$ cat src/rtl/pipeline_ctrl_pkg.sv
// Shared pipeline control types: sequencer states, the zero register index,
// and the per-stage {en, flush} control pair.
package pipeline_ctrl_pkg;

    typedef enum logic [1:0] {
        RUN      = 2'd0,
        MEM_WAIT = 2'd1,
        ERR      = 2'd2
    } state_e;

    localparam logic [4:0] REG_ZERO = 5'd0;

    typedef struct packed {
        logic en;
        logic flush;
    } stage_ctrl_t;

endpackage

$ cat src/rtl/pipeline_ctrl_hazard_detect.sv
// Load-use compare: the load in EX writes a register the instruction in ID reads.
module hazard_detect
    import pipeline_ctrl_pkg::*;
(
    input  logic [4:0] i_if_id_rs,
    input  logic [4:0] i_if_id_rt,
    input  logic [4:0] i_id_ex_rt,
    input  logic       i_id_ex_memtoreg,
    output logic       o_hazard
);

    logic w_dest_live;
    logic w_src_match;

    assign w_dest_live = i_id_ex_memtoreg && (i_id_ex_rt != REG_ZERO);
    assign w_src_match = (i_id_ex_rt == i_if_id_rs) || (i_id_ex_rt == i_if_id_rt);
    assign o_hazard    = w_dest_live && w_src_match;

endmodule

$ cat src/rtl/pipeline_ctrl.sv
// Stall/flush sequencer for the 5-stage pipeline: memory wait, redirect and
// load-use resolution, stall-cycle counter and sticky memory-timeout error.
module pipeline_ctrl
    import pipeline_ctrl_pkg::*;
#(
    parameter int MAX_WAIT = 16,
    parameter int CNT_W    = 32
) (
    input  logic             clk_i,
    input  logic             rst_n_i,
    input  logic [4:0]       if_id_rs_i,
    input  logic [4:0]       if_id_rt_i,
    input  logic [4:0]       id_ex_rt_i,
    input  logic             id_ex_memtoreg_i,
    input  logic             ex_mem_isbranch_i,
    input  logic             ex_mem_zero_i,
    input  logic             ex_mem_isjump_i,
    input  logic             ex_mem_memwrite_i,
    input  logic             ex_mem_memtoreg_i,
    input  logic             dmem_ready_i,
    output logic             dmem_req_o,
    output logic             redirect_o,
    output logic             pc_en_o,
    output logic             if_id_en_o,
    output logic             id_ex_en_o,
    output logic             ex_mem_en_o,
    output logic             mem_wb_en_o,
    output logic             if_id_flush_o,
    output logic             id_ex_flush_o,
    output logic             ex_mem_flush_o,
    output logic             mem_wb_flush_o,
    output logic [CNT_W-1:0] stall_cnt_o,
    output logic             err_o
);

    localparam int WAIT_W = $clog2(MAX_WAIT + 1);
    localparam logic [WAIT_W-1:0] WAIT_LAST = WAIT_W'(MAX_WAIT - 1);

    state_e             r_state;
    logic [WAIT_W-1:0]  r_wait;
    logic [CNT_W-1:0]   r_stall_cnt;
    logic               r_err;

    logic        w_hazard;
    logic        w_mem_op;
    logic        w_taken;
    logic        w_active;
    logic        w_mem_stall;
    logic        w_redirect;
    logic        w_load_use;
    logic        w_pc_en;
    stage_ctrl_t w_if_id;
    stage_ctrl_t w_id_ex;
    stage_ctrl_t w_ex_mem;
    stage_ctrl_t w_mem_wb;

    hazard_detect u_hazard_detect (
        .i_if_id_rs       (if_id_rs_i),
        .i_if_id_rt       (if_id_rt_i),
        .i_id_ex_rt       (id_ex_rt_i),
        .i_id_ex_memtoreg (id_ex_memtoreg_i),
        .o_hazard         (w_hazard)
    );

    always_comb begin
        w_mem_op = ex_mem_memwrite_i | ex_mem_memtoreg_i;
        w_taken  = (ex_mem_isbranch_i & ex_mem_zero_i) | ex_mem_isjump_i;
        w_active = (r_state != ERR);

        // Once waiting, only ready releases the stall; the held EX_MEM op is implied.
        w_mem_stall = 1'b0;
        if (r_state == MEM_WAIT) begin
            w_mem_stall = !dmem_ready_i;
        end else if (r_state == RUN) begin
            w_mem_stall = w_mem_op && !dmem_ready_i;
        end

        w_redirect = w_active && !w_mem_stall && w_taken;
        w_load_use = w_active && !w_mem_stall && !w_taken && w_hazard;

        w_pc_en  = w_active;
        w_if_id  = '{en: w_active, flush: 1'b0};
        w_id_ex  = '{en: w_active, flush: 1'b0};
        w_ex_mem = '{en: w_active, flush: 1'b0};
        w_mem_wb = '{en: w_active, flush: 1'b0};

        if (w_mem_stall) begin
            w_pc_en        = 1'b0;
            w_if_id.en     = 1'b0;
            w_id_ex.en     = 1'b0;
            w_ex_mem.en    = 1'b0;
            w_mem_wb.flush = 1'b1;
        end else if (w_redirect) begin
            w_if_id.flush  = 1'b1;
            w_id_ex.flush  = 1'b1;
            w_ex_mem.flush = 1'b1;
        end else if (w_load_use) begin
            w_pc_en       = 1'b0;
            w_if_id.en    = 1'b0;
            w_id_ex.flush = 1'b1;
        end
    end

    // Reset forces every stage to bubble regardless of the registered state.
    assign dmem_req_o     = rst_n_i && w_active && w_mem_op;
    assign redirect_o     = rst_n_i && w_redirect;
    assign pc_en_o        = rst_n_i && w_pc_en;
    assign if_id_en_o     = rst_n_i && w_if_id.en;
    assign id_ex_en_o     = rst_n_i && w_id_ex.en;
    assign ex_mem_en_o    = rst_n_i && w_ex_mem.en;
    assign mem_wb_en_o    = rst_n_i && w_mem_wb.en;
    assign if_id_flush_o  = !rst_n_i || w_if_id.flush;
    assign id_ex_flush_o  = !rst_n_i || w_id_ex.flush;
    assign ex_mem_flush_o = !rst_n_i || w_ex_mem.flush;
    assign mem_wb_flush_o = !rst_n_i || w_mem_wb.flush;
    assign stall_cnt_o    = r_stall_cnt;
    assign err_o          = r_err;

    always_ff @(posedge clk_i or negedge rst_n_i) begin
        if (!rst_n_i) begin
            r_state     <= RUN;
            r_wait      <= '0;
            r_stall_cnt <= '0;
            r_err       <= 1'b0;
        end else begin
            case (r_state)
                RUN: begin
                    if (w_mem_stall) begin
                        r_state <= MEM_WAIT;
                        r_wait  <= '0;
                    end
                end
                MEM_WAIT: begin
                    if (dmem_ready_i) begin
                        r_state <= RUN;
                    end else if (r_wait == WAIT_LAST) begin
                        r_state <= ERR;
                        r_err   <= 1'b1;
                    end else begin
                        r_wait <= r_wait + WAIT_W'(1);
                    end
                end
                ERR: begin
                    r_state <= ERR;
                end
                default: begin
                    r_state <= RUN;
                end
            endcase

            if ((w_mem_stall || w_load_use) && (r_stall_cnt != '1)) begin
                r_stall_cnt <= r_stall_cnt + CNT_W'(1);
            end
        end
    end

endmodule

$ cat config.mk
export PLATFORM = sky130hd
export DESIGN_NAME = pipeline_ctrl
export DESIGN_NICKNAME = d
export VERILOG_FILES = /design/src/rtl/pipeline_ctrl_pkg.sv /design/src/rtl/pipeline_ctrl_hazard_detect.sv /design/src/rtl/pipeline_ctrl.sv
export SDC_FILE = /design/constraint.sdc
export NUM_CORES = 1
export LEC_CHECK = 0
export ABC_AREA = 0
export ABC_CLOCK_PERIOD_IN_PS = 2500
export CORE_UTILIZATION = 42
export DETAILED_ROUTE_END_ITERATION = 6
export PLACE_DENSITY = 0.83
export SETUP_SLACK_MARGIN = 0.3
export SLEW_MARGIN = 20
export SYNTH_ARGS = -nofsm -noshare
export SYNTH_HDL_FRONTEND = slang
export SYNTH_SLANG_ARGS = --single-unit
$ cat constraint.sdc
create_clock -name clk_i -period 2.5 [get_ports clk_i]
set_input_delay 0.625 -clock clk_i [delete_from_list [all_inputs] [get_ports clk_i]]
set_output_delay 0.625 -clock clk_i [all_outputs]
set_load 0.05 [all_outputs]
* Yosys cells after proc, flatten, opt, wreduce, memory -nomap -nowiden
Index checks and enable logic that the tools add are counted.
Storage, ports and cells: ROM bits 0, bits in registers 40, latch bits 0, word-level logic and storage cells 69, memories kept 0, memory bits (writable) 0
Operators by class: eq/ne operators 11, $mul 0, bitwise gates (word level) 4, $add $sub $neg 2, div/mod/pow operators 0, reduce and logical (&&, ||, !) cells 28, shift-type cells 0, $lt $le $gt $ge 0, mux-type cells 20
Operators with widths (number):
- $add A32 B1 Y32 const B | 1
- $ne A32 B32 Y1 const B | 1
- $mux W5 | 3
- $logic_and A1 B1 Y1 | 13
- $mux W1 | 12
- $eq A5 B5 Y1 | 2
- $pmux W5 S2 | 1
- $ne A2 B2 Y1 const B | 4
- $mux W2 | 3
- $pmux W2 S3 | 1
- $add A5 B1 Y5 const B | 1
- $eq A5 B4 Y1 const B | 1
- $logic_or A1 B1 Y1 | 5
- $reduce_bool A5 Y1 | 1
- $logic_not A1 Y1 | 4
- $reduce_and A4 Y1 | 1
- $ne A3 B2 Y1 const B | 1
- $reduce_and A3 Y1 | 1
- $eq A2 B1 Y1 const B | 1
- $eq A2 B2 Y1 const B | 1
- $logic_not A2 Y1 | 1
- $or A1 B1 Y1 | 2
- $reduce_and A2 Y1 | 1
- $reduce_bool A2 Y1 | 1
- 2 further kinds | 2

* Depth between registers and ports, before layout
Gate-level depths: netlist of run 1.
depth after elaboration 12, gate-level depth with buffers 8

* By module
A second synthesis of run 1 with hierarchy kept.
Unflattened totals: cells, all modules 219, area total of the unflattened synthesis 2232.1 um2
Modules (own cells, without submodules):
- pipeline_ctrl | area an instance 2107.0 um2, times used 1, cells an instance 202
- hazard_detect | area an instance 125.1 um2, times used 1, cells an instance 17

* Least setup slack after synthesis of run 1
OpenSTA, ideal clock, no wires.
path kind in2out, from in ex_mem_memtoreg_i, to out id_ex_flush_o, stages 4, data required time 1.875 ns, buffers on the path 0, setup slack -0.986 ns, data arrival time 2.861 ns, path through o31ai_1 > nand2_1 > o21ai_0 > a31o_2
Between the ends: cells in the longest elaborated chain, start to end 12
Ends and longest elaborated chain:
- start, declared | RTL line pipeline_ctrl.sv:19 | input logic ex_mem_memtoreg_i,
- $or A1 B1 Y1 * | RTL line pipeline_ctrl.sv:66 | w_mem_op = ex_mem_memwrite_i | ex_mem_memtoreg_i;
- $logic_and A1 B1 Y1 * | RTL line pipeline_ctrl.sv:75 | w_mem_stall = w_mem_op && !dmem_ready_i;
- $mux W1 * | RTL line pipeline_ctrl.sv:74 | end else if (r_state == RUN) begin
- $mux W1 * | RTL line pipeline_ctrl.sv:72 | if (r_state == MEM_WAIT) begin
- $logic_not A1 Y1 | RTL line pipeline_ctrl.sv:78, pipeline_ctrl.sv:79
- $logic_and A1 B1 Y1 | RTL line pipeline_ctrl.sv:78, pipeline_ctrl.sv:79
- $logic_and A1 B1 Y1 (2 in a row) | RTL line pipeline_ctrl.sv:79 | w_load_use = w_active && !w_mem_stall && !w_taken && w_hazard;
- $mux W1 | RTL line pipeline_ctrl.sv:97 | end else if (w_load_use) begin
- $mux W1 | RTL line pipeline_ctrl.sv:93 | end else if (w_redirect) begin
- $mux W1 * | RTL line pipeline_ctrl.sv:87 | if (w_mem_stall) begin
- $logic_or A1 B1 Y1 * | RTL line pipeline_ctrl.sv:113 | assign id_ex_flush_o = !rst_n_i || w_id_ex.flush;
- end, declared | RTL line pipeline_ctrl.sv:29 | output logic id_ex_flush_o,
Mark *: on every way between the ends. The rest lies on a longest branch, timed or not.

* Worst setup path in the final report of run 1
from in id_ex_rt_i[2], to out if_id_en_o
Between the ends: cells in the longest elaborated chain, start to end 8
Ends and longest elaborated chain:
- start, declared | RTL line pipeline_ctrl.sv:13 | input logic [4:0] id_ex_rt_i,
- $eq A5 B5 Y1 / $reduce_bool A5 Y1 (equally long branches) | RTL line pipeline_ctrl_hazard_detect.sv:16, pipeline_ctrl_hazard_detect.sv:15
- $logic_or A1 B1 Y1 / $logic_and A1 B1 Y1 (equally long branches) | RTL line pipeline_ctrl_hazard_detect.sv:16, pipeline_ctrl_hazard_detect.sv:15
- $logic_and A1 B1 Y1 * | RTL line pipeline_ctrl_hazard_detect.sv:17 | assign o_hazard = w_dest_live && w_src_match;
- $logic_and A1 B1 Y1 * | RTL line pipeline_ctrl.sv:79
- $mux W1 * | RTL line pipeline_ctrl.sv:97
- $mux W1 * | RTL line pipeline_ctrl.sv:93
- $mux W1 * | RTL line pipeline_ctrl.sv:87
- $logic_and A1 B1 Y1 * | RTL line pipeline_ctrl.sv:108 | assign if_id_en_o = rst_n_i && w_if_id.en;
- end, declared | RTL line pipeline_ctrl.sv:24 | output logic if_id_en_o,
Marks and branches as above.

==> results of run 1 <==
## area by class of cell
| class | instances | area (sq um) | area share (%) |
|---|---|---|---|
| multi-input combinational | 163 | 1600 | 38.6 |
| clock buffer | 6 | 82.6 | 1.99 |
| tap | 67 | 83.8 | 2.02 |
| sequential | 40 | 1020 | 24.6 |
| inverter | 12 | 55.1 | 1.32 |
| timing repair buffer | 126 | 1300 | 31.3 |
| clock inverter | 2 | 10.0 | 0.241 |
## cells in the mapped netlist, drive strengths merged
cell,count,area [sq um]
dfrtp,40,1000
xor2,24,210
nor2,20,75.1
nand2,19,71.3
xnor2,19,166
nand3,14,70.1
nor3,14,70.1
inv,12,45.0
nor4,11,68.8
nand4,8,56.3
buf,7,61.3
nand2b,4,25.0
o21ai,4,20.0
a21oi,3,15.0
ha,3,37.5
or3,3,18.8
or4,3,26.3
and3,2,12.5
clkbuf,2,7.51
mux2,2,22.5
a22o,1,8.76
a31o,1,8.76
and2,1,6.26
nor2b,1,6.26
nor4b,1,8.76
o211ai,1,21.3
o221ai,1,8.76
o22ai,1,6.26
o31ai,1,7.51
or2,1,6.26
## power by group through the flow
stage / registers, uW / logic (uW) / clock network, uW
2_1_floorplan: 1010 / 312 / 0
4_1_cts: 802 / 953 / 459
5_1_grt: 822 / 1060 / 492
3_3_place_gp: 820 / 822 / 0
6_report: 813 / 1010 / 457
3_5_place_dp: 826 / 838 / 0
## routing by layer
| layer | global-route usage [%] | vias up | part of all wire (%) |
|---|---|---|---|
| met4 | 8.76 | 0 | 1.3 |
| met3 | 7.00 | 12 | 5.9 |
| li1 | - | 1024 | - |
| met5 | 0 | - | 0 |
| met2 | 53.9 | 87 | 54 |
| met1 | 32.6 | 1106 | 38 |
## stage by stage
| step | setup TNS, ns | total power [uW] | instance area [sq um] | utilization, % |
|---|---|---|---|---|
| after floorplan | -0.141 | 1320 | 2490 | - |
| after global placement | -9.57 | 1640 | 3450 | 71.3 |
| after detailed placement | -10.86 | 1660 | 3450 | 71.3 |
| after CTS | -0.0779 | 2210 | 3980 | 82.2 |
| after global routing | -0.291 | 2370 | 4160 | 85.8 |
| final | -0.0339 | 2280 | 4160 | 85.8 |
## registers in the layout, summed over array words and instances (netlist names)
register	count
r_wait	5
err_o	1
r_state	2
stall_cnt_o	32
## cell families after synthesis
group	after synthesis	synth area share [%]
compound gates	13	4.44
xor+xnor	43	17.4
fa+ha+maj	3	1.73
buf+inv	21	5.25
flops	40	46.1
mux	2	1.04
simple gates	102	24.0
## worst max-delay path, cell delays in order
cell     delay [ns]
buf_6          0.09
or4_4          0.54
o21ai_4        0.17
nor2b_4        0.07
a21oi_4        0.22
buf_12         0.17
## worst max path at each step
stage	startpoint	to	slack (ns)	cells past startpoint
global route	if_id_rs_i[0]	id_ex_flush_o	-0.04	7
detailed placement	id_ex_rt_i[0]	id_ex_flush_o	-0.45	6
global placement	id_ex_rt_i[0]	id_ex_flush_o	-0.43	6
floorplan	id_ex_rt_i[0]	pc_en_o	-0.07	5
finish	id_ex_rt_i[2]	if_id_en_o	-0.02	6
CTS	id_ex_rt_i[0]	id_ex_flush_o	-0.03	6
## timing repair
action	in CTS	in global routing
gates cloned	1	0
buffers inserted	24	8
resized for setup	108	39
pin swaps	37	23
endpoints found under the setup margin	52	48
endpoints found under the hold margin	0	0
hold buffers	0	0
==> results by group, run 1 <==
Timing
  • Max Slew Vio Count: 0
  • Max Clk Rate: around 0.40 GHz
  • Setup ws final: -0.0171 ns
  • Clock Skews: around 0.0056 ns
  • Fin crit share: 101%
  • Final Hold Fails: 0
  • Hold_ws: approximately 0.48 ns
  • Worst-Margin Slew: 0.528 ns
  • Min Tclk post-route: between 2 and 3 ns
  • Setup repair after global routing missed its margin: yes
  • Worst slew margin relative to its limit: between 60% and 70%
  • Final setup fails: 2

Drt
  • WL per Instance: ~18 um
  • Via count: between 2,000 and 2,500
  • Detailed Route WL: around 7500 um
  • DR iter-0 viols: 86
  • Post-DRT Antenna Nets: 0
  • Residual DRC: 0
  • DRT Pass-1 Iters: 4
  • Vias per inst: roughly 5.4

Clocking
  • Clock slew at reported path FFs: approximately 0.080 ns
  • Root Buffer: clkbuf_8
  • TritonCTS clock tree: done
  • H-Tree Depth: 2
  • CTS Sinks: 40
  • Worst-Skew Late Latency: 0.30 ns
  • Clk buf depth: 2
  • CTS Buf Count: 5

Power
  • Pleak: between 0.002 and 0.0025 uW
  • Sequential share of power: between 30 and 40%
  • Clock power frac: between 20% and 30%
  • P_int: 1340 uW
  • Max VDD drop: about 0.88 mV
  • Sw Pwr: 942 uW
  • Switching share of power: approximately two fifths
  • PwrDens: approximately 550 mW/mm^2
  • Combinational Power Share: between 40 and 50%

Floorplan
  • Die ar.: 0.00546 sq mm
  • Core box area: between 0.004 and 0.005 sq mm
  • Initial Util: between 40% and 50%
  • IO Pins: just under 70
  • FP Rows: 25
  • DIE HEIGHT: 73.9 um
  • Chip width: about 74 um

Layout
  • Synth-to-Final Area Change: 91.6%
  • Fillers: around 250
  • Nets: between 300 and 400
  • Commonest cells after routing, fill and taps aside: buf_4 (45), xor2_1 (24), dfrtp_1 (24)
  • Layout cell share with drive strength beyond 1: slightly below 50%
  • Diodes inserted: 0
  • Non-Filler Instances: approximately 420
  • Commonest non-fill, non-tap cell in the layout: buf_4

Worst setup path
  • Largest fanout on the critical path: 2
  • Crit Path Class: input port to output port
  • Worst setup EP type: output port
  • Worst Path Required: around 1.9 ns
  • R2R setup slack: ~0.03 ns
  • Worst EP arrival: approximately 1.9 ns
  • Worst reg2reg endpoint: stall_cnt_o[1]
  • Reg2reg path depth: 7
  • Worst setup SP type: input port
  • R2r startpoint: stall_cnt_o[13]

Place
  • I/O Buffers: 67
  • Final GP Congestion: roughly 0.75
  • DPL Wire Length: ~4100 um
  • Placed cells: between 300 and 400
  • Dpl ws: -0.453 ns

Synth
  • Register area share after synthesis: approximately 46%
  • Syn Area/Cell: a little under 10 sq um
  • Synth Register Bits: 40
  • Cell area after synthesis: between 0.002 and 0.0025 sq mm
  • Netlist cell types: 35
  • Cells after Synth: 224
  • Mapped Nets: 251
  • Yosys Warn Count: 0

GRT
  • Antenna violations before repair: 0
  • Global Route Usage Sum: 29.0%
  • Vias in the first global route: 2,369
  • Grt ovf: 0
  • First-pass GRT wire length: ~12,000 um
  • Largest net degree at the start of global routing: roughly 40

Min path
  • Hold crit path type: flop to flop
  • Hold path start: stall_cnt_o[12]
  • Worst hold stages: 1
  • Worst Hold End: stall_cnt_o[12]

Run status
  • Failing checks: setup timing
  • Status: finished, violations left

Job
  • Max_cap viols: 0
No activity file was read; power rests on OpenSTA's default activity.
==> run 2, diff against run 1 <==
- CTS_CLUSTER_SIZE: default -> 10
==> results of run 2 <==
No change in the layout: final DEF, timing and power equal those of run 1.
==> run 3, diff against run 2 <==
- ABC_CLOCK_PERIOD_IN_PS: 2500 -> 3200
- CORE_UTILIZATION: 42 -> 50
- PLACE_DENSITY: 0.83 -> 0.92
- clock period: 2.5 -> 3.2 ns (I/O delays scaled with it)
==> results by group, run 3 (synthesized netlist as in run 1, its figures left out) <==
GRT
  • Vias in the first global route: 2,009 (-15%)
  • Antenna violations before repair: 0 (unchanged)
  • Largest net degree at the start of global routing: 42 (+2.4%)
  • First-pass GRT wire length: 9290 um (-20%)
  • Grt ovf: 0 (unchanged)
  • Global Route Usage Sum: 28.1% (-0.93 points)

Timing
  • Clock Skews: 0.00949 ns (+0.00392 ns)
  • Fin crit share: around 92%
  • Min Tclk post-route: a little under 3 ns
  • Final setup fails: 0 (-2)
  • Setup repair after global routing missed its margin: yes
  • Worst slew margin relative to its limit: 50.4% (-14 points)
  • Hold_ws: 0.485 ns (+0.000684 ns)
  • Worst-Margin Slew: 0.737 ns (+0.210 ns)
  • Max Clk Rate: 0.339 GHz
  • Post-Route Setup TNS: 0 ns (+0.0339 ns)
  • Max Slew Vio Count: 0 (unchanged)
  • Final Hold Fails: 0 (unchanged)

Floorplan
  • DIE HEIGHT: 67.9 um (-8.1%)
  • IO Pins: 68 (unchanged)
  • Die ar.: 0.00461 sq mm (-16%)
  • Core box area: 0.00409 sq mm (-16%)
  • Chip width: 67.9 um (-8.1%)
  • Initial Util: 53.1% (+8.3 points)
  • FP Rows: 23 (-8.0%)

Worst setup path
  • Worst setup SP type: input port
  • Delay-heaviest family, CP: simple AND/OR/NAND/NOR gates
  • Worst setup EP type: output port
  • Max incr delay on CP: 0.53 ns (about the same)
  • Buf+Inv Stages, Crit Path: 2 (unchanged)
  • Worst EP arrival: 2.15 ns (+0.26 ns)
  • Reg2reg path depth: 5 (-2)
  • Worst-path cell chain: buf_2 > or4_4 > o21ai_4 > nor2b_4 > a31o_4 > buf_12
  • Crit Path Class: input port to output port
  • R2R setup slack: 0.57 ns (+0.54 ns)
  • Largest fanout on the critical path: 3 (+1)
  • Worst reg2reg endpoint: stall_cnt_o[1]
  • Worst path slowest cell: or4_4
  • R2r startpoint: stall_cnt_o[5]
  • Worst Path Required: 2.40 ns (+0.52 ns)

Drt
  • Residual DRC: 0 (unchanged)
  • DR iter-0 viols: 102 (+19%)
  • Post-DRT Antenna Nets: 0 (unchanged)
  • WL per Instance: 17.7 um (-2.6%)
  • DRT Pass-1 Iters: 4 (unchanged)
  • Via count: 2,065 (-7.4%)
  • Vias per inst: 5.64 (+5.3%)
  • Detailed Route WL: 6460 um (-14%)

Layout
  • Layout cell share with drive strength beyond 1: 23.7% (-25 points)
  • Max reg flops: 32 (unchanged)
  • Non-Filler Instances: 366 (-12%)
  • Fillers: 249 (+1.2%)
  • Layout Cell Area excl Fill: 0.00334 sq mm (-20%)
  • Nets: 343 (-8.5%)
  • Commonest non-fill, non-tap cell in the layout: dfrtp_1
  • Synth-to-Final Area Change: 53.7%
  • Commonest cells after routing, fill and taps aside: dfrtp_1 (40), clkdlybuf4s50_1 (37), buf_4 (25)
  • Share of the core filled with cells: 81.6% (-4.1 points)
  • Diodes inserted: 0 (unchanged)

Min path
  • Hold path start: err_o
  • Worst hold stages: 1 (unchanged)
  • Worst Hold End: err_o
  • Hold crit path type: flop to flop

Power
  • Pleak: 0.00158 uW (-26%)
  • PwrDens: 466 mW/mm^2 (-15%)
  • Max VDD drop: 0.681 mV (-22%)

Job
  • Max_cap viols: 0 (unchanged)

Place
  • Final GP Congestion: 0.795 (+6.5%)
  • Placed cells: 342 (-8.8%)
  • Area after DPL: 0.00304 sq mm (-12%)
  • I/O Buffers: 67 (unchanged)
  • DPL Wire Length: 3920 um (-4.9%)

Clocking
  • Clk buf depth: 2 (unchanged)
  • Root Buffer: clkbuf_8
  • TritonCTS clock tree: done
  • CTS Sinks: 40 (unchanged)
  • H-Tree Depth: 2 (unchanged)
  • Worst-Skew Late Latency: 0.30 ns (about the same)
  • Clock slew at reported path FFs: 0.07 ns (about the same)
  • CTS Buf Count: 5 (unchanged)

Run status
  • Status: finished clean
run 3: layer usage:
layer | GRT usage (%) | vias to the layer above | share of wire [%]
met3 | 7.67 | 21 | 8.0
met1 | 31.7 | 1000 | 38
met2 | 51.2 | 93 | 51
li1 | - | 951 | -
met4 | 8.59 | 0 | 3.6
met5 | 0 | - | 0
run 3: layout make-up:
type,count,area [sq um],share of cell area [%]
multi-input combinational,164,1210,36.3
timing repair buffer,93,940,28.2
tap,50,62.6,1.88
clock buffer,6,72.6,2.18
inverter,12,45.0,1.35
sequential,40,1000,30.0
clock inverter,1,5.00,0.150
run 3: report_power, final:
part	switching, uW	total [uW]	internal, uW
logic	359	598	238
clock network	169	317	148
registers	78.3	640	561
total	607	1550	948
run 3: per-stage QoR:
step           worst slack (ns)  total power (uW)
2_1_floorplan             0.257               975
6_report                  0.248              1550
5_1_grt                   0.222              1620
3_3_place_gp            -0.0650              1180
3_5_place_dp             -0.181              1200
4_1_cts                   0.312              1540
run 3: timing repair:
item,4_1_cts,5_1_grt
buffers inserted,14,2
setup endpoints to repair,4,30
cloned,0,1
hold buffers,0,0
pin swaps,18,12
resized for setup,47,14
run 3: worst max path at each step:
stage	cells past startpoint	to	from	slack [ns]
6_report	6	id_ex_flush_o	id_ex_rt_i[2]	0.25
3_5_place_dp	8	id_ex_flush_o	id_ex_rt_i[0]	-0.18
5_1_grt	6	id_ex_flush_o	id_ex_rt_i[2]	0.22
3_3_place_gp	8	id_ex_flush_o	id_ex_rt_i[0]	-0.06
2_1_floorplan	5	pc_en_o	id_ex_rt_i[0]	0.26
4_1_cts	6	id_ex_flush_o	id_ex_rt_i[4]	0.31
